### config.mk
export PLATFORM = sky130hd
export DESIGN_NAME = dmem_arbiter
export DESIGN_NICKNAME = d
export VERILOG_FILES = /design/src/rtl/dmem_arbiter.sv
export SDC_FILE = /design/constraint.sdc
export NUM_CORES = 1
export LEC_CHECK = 0
export ABC_CLOCK_PERIOD_IN_PS = 4000
export CAP_MARGIN = 10
export CORE_MARGIN = 4
export CORE_UTILIZATION = 45
export CTS_CLUSTER_DIAMETER = 40
export DETAILED_ROUTE_END_ITERATION = 6
export PLACE_DENSITY = 0.84
export SYNTH_ARGS = -nofsm -noshare
export SYNTH_HDL_FRONTEND = slang
export SYNTH_SLANG_ARGS = --single-unit
### constraint.sdc
create_clock -name clock -period 4 [get_ports clock]
set_clock_uncertainty 0.15 [all_clocks]
set_input_delay 0.6 -clock clock [delete_from_list [all_inputs] [get_ports clock]]
set_output_delay 0.6 -clock clock [all_outputs]
set_load 0.02 [all_outputs]
### src/rtl/dmem_arbiter.sv
// Round-robin two-port arbiter sequencing a single-port 16x8 data memory
// (synchronous write, registered read) between the CPU LSU and the debug loader.
//
// state   | meaning
// IDLE    | waiting for a request; arbitrates and latches the winner
// ACCESS  | one strobe cycle (MemWrite or MemRead) at the latched address
// CAPTURE | read data arrives on dado_out and is stored in rdata of the port
// ACK     | one-cycle ack/err pulse to the granted port
module dmem_arbiter #(
  parameter int ADDR_W    = 8,
  parameter int DATA_W    = 8,
  parameter int MEM_DEPTH = 16
) (
  input  logic              clock,
  input  logic              reset,
  input  logic              req0,
  input  logic              req1,
  input  logic              we0,
  input  logic              we1,
  input  logic [ADDR_W-1:0] addr0,
  input  logic [ADDR_W-1:0] addr1,
  input  logic [DATA_W-1:0] wdata0,
  input  logic [DATA_W-1:0] wdata1,
  output logic              ack0,
  output logic              ack1,
  output logic              err0,
  output logic              err1,
  output logic [DATA_W-1:0] rdata0,
  output logic [DATA_W-1:0] rdata1,
  output logic              MemRead,
  output logic              MemWrite,
  output logic [ADDR_W-1:0] endereco,
  output logic [DATA_W-1:0] dado_in,
  input  logic [DATA_W-1:0] dado_out,
  output logic              busy
);

  typedef enum logic [1:0] {IDLE, ACCESS, CAPTURE, ACK} state_t;

  // One extra bit so MEM_DEPTH == 2**ADDR_W still compares correctly.
  localparam logic [ADDR_W:0] DEPTH_C = (ADDR_W+1)'(MEM_DEPTH);

  state_t state;
  logic   last_grant;
  logic   cur_port;
  logic   cur_we;

  logic              gnt_port;
  logic              sel_we;
  logic [ADDR_W-1:0] sel_addr;
  logic [DATA_W-1:0] sel_wdata;
  logic              addr_bad;

  always_comb begin
    gnt_port = 1'b0;
    if (req0 && req1) gnt_port = ~last_grant;
    else if (req1)    gnt_port = 1'b1;
    sel_we    = gnt_port ? we1    : we0;
    sel_addr  = gnt_port ? addr1  : addr0;
    sel_wdata = gnt_port ? wdata1 : wdata0;
    addr_bad  = {1'b0, sel_addr} >= DEPTH_C;
  end

  always_ff @(posedge clock) begin
    if (reset) begin
      state      <= IDLE;
      last_grant <= 1'b1;
      cur_port   <= 1'b0;
      cur_we     <= 1'b0;
      ack0       <= 1'b0;
      ack1       <= 1'b0;
      err0       <= 1'b0;
      err1       <= 1'b0;
      rdata0     <= '0;
      rdata1     <= '0;
      MemRead    <= 1'b0;
      MemWrite   <= 1'b0;
      endereco   <= '0;
      dado_in    <= '0;
      busy       <= 1'b0;
    end else begin
      ack0     <= 1'b0;
      ack1     <= 1'b0;
      err0     <= 1'b0;
      err1     <= 1'b0;
      MemRead  <= 1'b0;
      MemWrite <= 1'b0;
      case (state)
        IDLE: begin
          if (req0 || req1) begin
            cur_port   <= gnt_port;
            cur_we     <= sel_we;
            last_grant <= gnt_port;
            busy       <= 1'b1;
            if (addr_bad) begin
              state <= ACK;
              ack0  <= ~gnt_port;
              ack1  <= gnt_port;
              err0  <= ~gnt_port;
              err1  <= gnt_port;
            end else begin
              // endereco/dado_in double as the latched request copy
              state    <= ACCESS;
              endereco <= sel_addr;
              if (sel_we) begin
                MemWrite <= 1'b1;
                dado_in  <= sel_wdata;
              end else begin
                MemRead <= 1'b1;
              end
            end
          end
        end
        ACCESS: begin
          if (cur_we) begin
            state <= ACK;
            ack0  <= ~cur_port;
            ack1  <= cur_port;
          end else begin
            state <= CAPTURE;
          end
        end
        CAPTURE: begin
          state <= ACK;
          ack0  <= ~cur_port;
          ack1  <= cur_port;
          if (cur_port) rdata1 <= dado_out;
          else          rdata0 <= dado_out;
        end
        ACK: begin
          state <= IDLE;
          busy  <= 1'b0;
        end
        default: state <= IDLE;
      endcase
    end
  end

endmodule
== After elaboration in Yosys (flattened, before gate mapping) ==
Index checks and enable logic that the tools add are counted.

* Logic and storage cells: 59
* Input port bits: 46
* Flip-flop bits (word level): 44
* Output and inout port bits: 39

* Reduce and logical (&&, ||, !) cells: 12
* Equality and inequality tests: 4
* Mux-type cells: 21
* Magnitude comparators: 1
* Bitwise logic cells: 6

{| class="wikitable"
|+ Operators by type and width
! kind !! count
|-
| 8-bit two-way mux || 2
|-
| 1-bit two-way mux || 13
|-
| 8-bit by 5-bit greater-or-equal comparator with 1-bit output, second input constant || 1
|-
| 2-bit case mux with 4 select lines || 1
|-
| 2-bit AND reduction || 4
|-
| 1-bit NOT || 6
|-
| 1-bit case mux with 3 select lines || 2
|-
| 2-bit == test, second input constant || 2
|-
| 2-bit two-way mux || 2
|-
| 4-bit AND reduction || 1
|-
| 4-bit OR reduction || 1
|-
| 3-bit AND reduction || 1
|-
| 2-bit by 1-bit == test with 1-bit output, second input constant || 1
|-
| 2-bit logical NOT || 1
|-
| 2-bit != test, second input constant || 1
|-
| 1-bit case mux with 2 select lines || 1
|-
| 2-bit nonzero test || 1
|-
| 2-bit OR reduction || 1
|-
| 1-bit logical AND || 1
|-
| 1-bit logical OR || 1
|}

== Logic depth before layout (Yosys ltp) ==
Gate-level depths: netlist (run 1).

* Depth after elaboration: 7
* Gate-level depth with buffers: 8
* Gate-level depth less buffers: 6

== Worst setup path before layout (run 1) ==
No wires, ideal clock.

* Path type: input port to flip-flop
* Start point: input port addr1[7]
* End point: register dado_in[0]
* Setup slack: 2.200 ns
* Setup time: 0.079 ns
* Buffers on the path: 1
* Required time: 3.771 ns
* Stages: 5
* Arrival time: 1.571 ns
* Cells stage by stage: nor4_2 > and4_2 > buf_6 > nor3_2 > a211oi_2

* Cells in the longest elaborated chain, start to end: 4

{| class="wikitable"
|+ RTL lines
! item !! line !! source
|-
| start, declared || 21 || <nowiki>input logic [ADDR_W-1:0] addr1,</nowiki>
|-
| 8-bit two-way mux || 59 || <nowiki>sel_addr = gnt_port ? addr1 : addr0;</nowiki>
|-
| 8-bit by 5-bit greater-or-equal comparator with 1-bit output || 61 || <nowiki>addr_bad = {1'b0, sel_addr} >= DEPTH_C;</nowiki>
|-
| 1-bit NOT (no source line) || - ||
|-
| 4-bit AND reduction (no source line) || - ||
|-
| end signal, assigned || 107 || <nowiki>dado_in <= sel_wdata;</nowiki>
|-
| end, declared || 33 || <nowiki>output logic [DATA_W-1:0] dado_in,</nowiki>
|}

No other way between the ends.
A chain may end at the register's enable or synchronous reset.

== Worst setup path in the final report (run 1) ==
* Start point: input port req0
* End point: register dado_in[5]

* Cells in the longest elaborated chain, start to end: 6
* Elaborated cells between the ends (all ways): 9
* Classes of those cells: 1 x order compare; 4 x mux; 1 x bitwise; 3 x reduce/logical

{| class="wikitable"
|+ RTL lines
! item !! line !! source
|-
| start, declared || 16 || <nowiki>input logic req0,</nowiki>
|-
| 1-bit logical AND || 56 || <nowiki>if (req0 && req1) gnt_port = ~last_grant;</nowiki>
|-
| 1-bit two-way mux || 56 ||
|-
| 8-bit two-way mux || 59 ||
|-
| 8-bit by 5-bit greater-or-equal comparator with 1-bit output || 61 ||
|-
| 1-bit NOT (no source line) || - ||
|-
| 4-bit AND reduction (no source line) || - ||
|}

Parallel ways exist; a longest one is shown, timed or not.

==> results.py, run 1 <==
metrics = {
    "routing": {
        "drc": 0,
        "wirelength_mm": 4.97,
        "avgRoutedWirePerCell_um": 15.0,
        "drt_iter0_drc": 103,
        "viasPerCell": 5.22,
        "vias": 1733,
        "antenna_left": 0,
        "drt_first_pass_iters": 4,
    },
    "setup_path": {
        "crit_buf_inv": 2,
        "r2r_start": "state[0]$_SDFFE_PP0P_",
        "end_kind": "flip-flop",
        "cp_slowest_cell": "clkdlybuf4s50_1",
        "worstPathMaxFanout": 23,
        "crit_chain": "clkdlybuf4s50_1 -> a21boi_4 -> buf_4 -> and4b_1 -> nor3_2 -> a211oi_2",
        "reg2reg_depth": 6,
        "crit_family": "buffers and inverters",
        "r2r_end": "dado_in[5]$_SDFFE_PP0P_",
        "worst-setup-path-type": "in2reg",
        "critical_path.max_stage_delay_ns": 0.62,
        "worstPathRequired_ns": 4.05,
        "start_kind": "input port",
        "cp.arrival_ns": 2.46,
        "r2r_setup_slack_ns": 1.66,
    },
    "logic_synthesis": {
        "synthesis.nets": 252,
        "yosysSeqAreaShare_pct": 43.9,
        "yosysWarnings": 0,
        "syn_avg_cell_area_um2": 9.92,
        "synth_cell_type_count": 41,
        "ys_ff_latch": 44,
        "syn_inst": 202,
        "synth_edf_count": 0,
        "synth_top_flop_cell": "dfxtp_1",
        "ys_top_cells_by_area": "dfxtp_1 44%, a211oi_2 7.5%, mux2i_1 7.0%, a21oi_1 6.5%, nand2_1 5.1%",
        "synth_top_area_share_pct": 43.9,
        "synth_top_area_cell": "dfxtp_1",
        "ys_async_sr_fraction_pct": 0,
        "syn-cell-area_um2": 2000,
    },
    "timing": {
        "max_freq_ghz": 0.416,
        "drv_slew": 0,
        "final-setup-viol-count": 0,
        "hold_viol": 0,
        "worstMarginPinSlew_ns": 0.909,
        "layout_min_cycle_time_ns": 2.40,
        "setup_ws_ns": 1.60,
        "fin_setup_tns_ns": 0,
        "rsz0062_at_grt": "false",
        "maxSlewHeadroom_pct": 39.4,
        "period_share_pct": 60.1,
        "fin_hold_ws_ns": 0.310,
    },
    "global_routing": {
        "grt_use_met2_pct": 32.5,
        "gr-total-overflow": 0,
        "gr-usage-all-layers_pct": 18.8,
        "use_met1_pct": 23.4,
        "antenna_found_initial": 0,
        "grt_pass1_wl_mm": 8.02,
        "grt_pass1_vias": 1682,
        "use_met3_pct": 4.27,
        "grt_max_degree": 45,
        "busiest_layer": "met2",
    },
    "clocking": {
        "clkLatencyLatePin_ns": 0.29,
        "clk_pin_slew_worst_paths_ns": 0.08,
        "hold_buffers": 0,
        "clock-sinks": 44,
        "cts_repair_resize_count": 0,
        "cts_setup_buffers": 0,
        "clk_path_buf_depth": 2,
        "cts-buffers-inserted": 5,
        "cts_root_buffer": "clkbuf_8",
        "htreeDepth": 2,
        "cts_tree": "done",
    },
    "place": {
        "hpwlAfterDp_mm": 3.82,
        "gp_congestion": 0.734,
        "io_buffers": 84,
        "placed_area_um2": 2800,
        "pre_cts_slack_ns": 1.29,
        "placed_cells": 324,
    },
    "cells_and_area": {
        "areaGrowthSynthToFinish_pct": 44.4,
        "n_fill_cell": 356,
        "stdcell_area_um2": 2890,
        "drive_gt1_share_pct": 13.6,
        "nNetsFinal": 329,
        "diodes": 0,
        "fin_cells": 332,
        "utilization_pct": 66.9,
        "multi_input_area_um2": 1000,
        "regArea_um2": 881,
    },
    "floorplanning": {
        "fp-row-count": 24,
        "dieArea_um2": 5590,
        "fp.dieH_um": 74.7,
        "die_w_um": 74.7,
        "core_um2": 4320,
        "io_pins": 85,
        "floorplan.initialDensity_pct": 46.4,
    },
    "run": {
        "maxCapViolations": 0,
    },
    "pwr": {
        "p_total_mw": 1.31,
        "ir_drop_mv": 0.286,
        "leakage_nw": 0.989,
        "p_per_area_nw_per_um2": 452,
    },
    "min_path": {
        "hold_path_end": "rdata0[2]$_SDFFE_PP0P_",
        "min_path_type": "reg2reg",
        "holdPathStages": 2,
        "min_from": "rdata0[2]$_SDFFE_PP0P_",
    },
    "outcome": {
        "status": "completed",
    },
}
[power by group]
part	total (mW)	leakage, nW	switching, mW	internal, mW
Clock	0.286	0.0445	0.146	0.140
Combinational	0.478	0.587	0.263	0.214
Sequential	0.544	0.358	0.0453	0.498
[worst max path at each step]
stage                          startpoint                 endpoint  slack [ns]  cells past startpoint
floorplan                        addr1[7]  dado_in[0]$_SDFFE_PP0P_        2.20                      5
global placement                     req1  dado_in[1]$_SDFFE_PP0P_        1.36                      6
detailed placement                   req1  dado_in[1]$_SDFFE_PP0P_        1.29                      6
CTS                                  req0  dado_in[5]$_SDFFE_PP0P_        1.60                      6
global route        state[0]$_SDFFE_PP0P_  dado_in[1]$_SDFFE_PP0P_        1.50                      6
finish                               req0  dado_in[5]$_SDFFE_PP0P_        1.60                      6
[cells by family after synthesis]
family	Yosys count	synth area share, %
simple gates	72	21.0
mux	15	7.55
buf+inv	17	5.99
flops	44	43.9
compound gates	50	19.0
fa+ha+maj	4	2.50
[worst min-delay path: stages (launching register included)]
cell and delay, ns:
dfxtp_1 0.31, nand2_1 0.05, a21oi_1 0.05
[cell usage in the layout, fill, tap and decap left out, types with 2 or more instances in the layout]
cell type	n
a211oi_1	3
nor3_2	8
clkdlybuf4s50_1	83
nor3b_1	4
inv_1	2
ha_1	4
nor2_1	9
clkbuf_8	6
nand2_1	27
dfxtp_1	44
o21ai_1	2
nor3_1	2
nand3_1	8
mux2i_1	14
a21oi_1	26
a211oi_2	12
nand2b_1	2
[routing by layer]
| layer | part of all wire [%] | wire [µm] |
|---|---|---|
| met2 | 52 | 2590 |
| met3 | 4.7 | 233 |
| met4 | 1.1 | 57 |
| met5 | 0 | 0 |
| met1 | 42 | 2090 |
[synth_stat cells, types with 2 or more instances]
| master | number |
|---|---|
| a211oi_1 | 3 |
| a211oi_2 | 12 |
| a21oi_1 | 26 |
| buf_6 | 4 |
| clkbuf_1 | 7 |
| dfxtp_1 | 44 |
| ha_1 | 4 |
| inv_1 | 2 |
| mux2i_1 | 14 |
| nand2_1 | 27 |
| nand2b_1 | 2 |
| nand3_1 | 8 |
| nor2_1 | 9 |
| nor3_1 | 2 |
| nor3_2 | 8 |
| nor3b_1 | 4 |
| o21ai_1 | 2 |
[flip-flops by register name (all words and copies together), names as in the netlist]
register	flops
rdata1	8
busy	1
ack0	1
dado_in	8
err1	1
ack1	1
rdata0	8
MemWrite	1
MemRead	1
endereco	8
state	2
cur_port	1
err0	1
cur_we	1
last_grant	1
[cell type report]
class / instances / share of cell area, %
flip-flops and latches: 44 / 30.4
well taps: 52 / 2.25
clock buffers: 7 / 2.98
multi-input cells: 141 / 34.7
clock inverters: 1 / 0.259
repair buffers: 85 / 29.1
inverters: 2 / 0.259
No activity file was read; power rests on OpenSTA's default activity.
==> run 2: changes to the inputs <==
ABC_CLOCK_PERIOD_IN_PS = 2050   (was 4000)
CORE_UTILIZATION = 38   (was 45)
PLACE_DENSITY = 0.76   (was 0.84)
clock period = 2.05 ns   (was 4 ns; I/O delays follow)
==> results.py, run 2 (synthesized netlist as in run 1, its figures left out) <==
metrics = {
    "outcome": {
        "status": "completed",
    },
    "clocking": {
        "cts_setup_buffers": 0,
        "clock-sinks": 44,
        "cts_tree": "done",
        "clk_pin_slew_worst_paths_ns": 0.08,
        "hold_buffers": 0,
        "cts-buffers-inserted": 5,
        "clkLatencyLatePin_ns": 0.29,
        "cts_root_buffer": "clkbuf_8",
        "htreeDepth": 2,
        "cts_repair_resize_count": 0,
        "clk_path_buf_depth": 2,
    },
    "routing": {
        "viasPerCell": 4.90,
        "vias": 1773,
        "drt_first_pass_iters": 4,
        "avgRoutedWirePerCell_um": 14.4,
        "wirelength_mm": 5.20,
        "antenna_left": 0,
        "drt_iter0_drc": 75,
        "drc": 0,
    },
    "pwr": {
        "leakage_nw": 1.05,
        "p_per_area_nw_per_um2": 856,
        "ir_drop_mv": 0.600,
        "p_total_mw": 2.57,
    },
    "timing": {
        "max_freq_ghz": 0.540,
        "maxSlewHeadroom_pct": 58.2,
        "final-setup-viol-count": 0,
        "drv_slew": 0,
        "setup_ws_ns": 0.198,
        "hold_viol": 0,
        "worstMarginPinSlew_ns": 0.628,
        "rsz0062_at_grt": "false",
        "layout_min_cycle_time_ns": 1.85,
        "period_share_pct": 90.3,
    },
    "floorplanning": {
        "fp.dieH_um": 80.6,
        "fp-row-count": 26,
        "die_w_um": 80.6,
        "io_pins": 85,
        "core_um2": 5110,
        "floorplan.initialDensity_pct": 39.2,
        "dieArea_um2": 6500,
    },
    "cells_and_area": {
        "nNetsFinal": 342,
        "areaGrowthSynthToFinish_pct": 49.8,
        "layout_commonest_cell": "clkdlybuf4s50_1",
        "drive_gt1_share_pct": 17.5,
        "mostFrequentLayoutCells": "83 x clkdlybuf4s50_1, 44 x dfxtp_1, 27 x nand2_1, 26 x a21oi_1",
        "diodes": 0,
    },
    "place": {
        "hpwlAfterDp_mm": 4.13,
        "gp_congestion": 0.812,
        "io_buffers": 84,
        "pre_cts_slack_ns": -0.0662,
    },
    "setup_path": {
        "r2r_start": "state[0]$_SDFFE_PP0P_",
        "worstPathMaxFanout": 11,
        "worstPathRequired_ns": 2.05,
        "start_kind": "flip-flop",
        "r2r_setup_slack_ns": 0.20,
        "end_kind": "flip-flop",
        "r2r_end": "endereco[2]$_SDFFE_PP0P_",
        "reg2reg_depth": 6,
        "worst-setup-path-type": "reg2reg",
        "cp.arrival_ns": 1.85,
    },
    "global_routing": {
        "antenna_found_initial": 0,
        "grt_pass1_vias": 1797,
        "gr-usage-all-layers_pct": 16.5,
        "grt_pass1_wl_mm": 8.34,
        "gr-total-overflow": 0,
        "grt_max_degree": 29,
    },
    "run": {
        "maxCapViolations": 0,
    },
    "min_path": {
        "min_path_type": "reg2reg",
        "min_from": "rdata1[0]$_SDFFE_PP0P_",
        "hold_path_end": "rdata1[0]$_SDFFE_PP0P_",
        "holdPathStages": 2,
    },
}
## run 2: changes by cell type in the layout (fill, tap and decap cells not counted)
| cell | delta |
|---|---|
| buf_4 | +13 |
| clkbuf_1 | -1 |
| clkbuf_8 | -1 |
| clkinv_2 | +1 |
## run 2: how the worst max path moves through the flow
stage,slack (ns),startpoint,to
floorplan,0.34,state[0]$_SDFFE_PP0P_,dado_in[1]$_SDFFE_PP0P_
global placement,-0.05,addr1[7],dado_in[6]$_SDFFE_PP0P_
detailed placement,-0.07,addr0[7],endereco[2]$_SDFFE_PP0P_
CTS,0.18,state[0]$_SDFFE_PP0P_,endereco[5]$_SDFFE_PP0P_
global route,0.05,state[0]$_SDFFE_PP0P_,endereco[7]$_SDFFE_PP0P_
finish,0.20,state[0]$_SDFFE_PP0P_,endereco[2]$_SDFFE_PP0P_
## run 2: area by class of cell
cell class / instances / area (µm²)
Sequential cell: 44 / 881
Clock inverter: 2 / 12.5
Multi-Input combinational cell: 141 / 1000
Tap cell: 70 / 87.6
Inverter: 2 / 7.51
Clock buffer: 5 / 68.8
Fill cell: 447 / 2110
Timing Repair Buffer: 98 / 941
## run 2: power by group
group | internal, mW | leakage, nW | switching, mW
clock network | 0.231 | 0.0400 | 0.274
logic | 0.469 | 0.654 | 0.534
registers | 0.972 | 0.358 | 0.0885
total | 1.67 | 1.05 | 0.896
## run 2: routing by layer
| metal | GRT usage (%) | up-vias | wire length, µm |
|---|---|---|---|
| met3 | 3.48 | 12 | 257 |
| met2 | 28.1 | 42 | 2610 |
| met1 | 20.1 | 820 | 2220 |
| li1 | - | 899 | - |
| met5 | 0 | - | 0 |
| met4 | 7.09 | 0 | 118 |
## run 2: stage by stage
step           TNS, ns  utilization (%)  instance area (µm²)  cells  hold WS, ns
3_3_place_gp    -0.490             57.2                 2920    355        0.293
2_1_floorplan        0                -                 2000    202        0.294
5_1_grt              0             58.8                 3000    362        0.331
6_report             0             58.8                 3000    362        0.306
4_1_cts              0             58.8                 3000    362        0.309
3_5_place_dp    -0.665             57.2                 2920    355        0.298
## run 2: critical path: stages, from the launching register on
cell      delay [ns]
dfxtp_1         0.36
inv_1           0.10
ha_1            0.19
buf_4           0.18
o21ai_1         0.20
nor2_2          0.41
a211oi_2        0.12
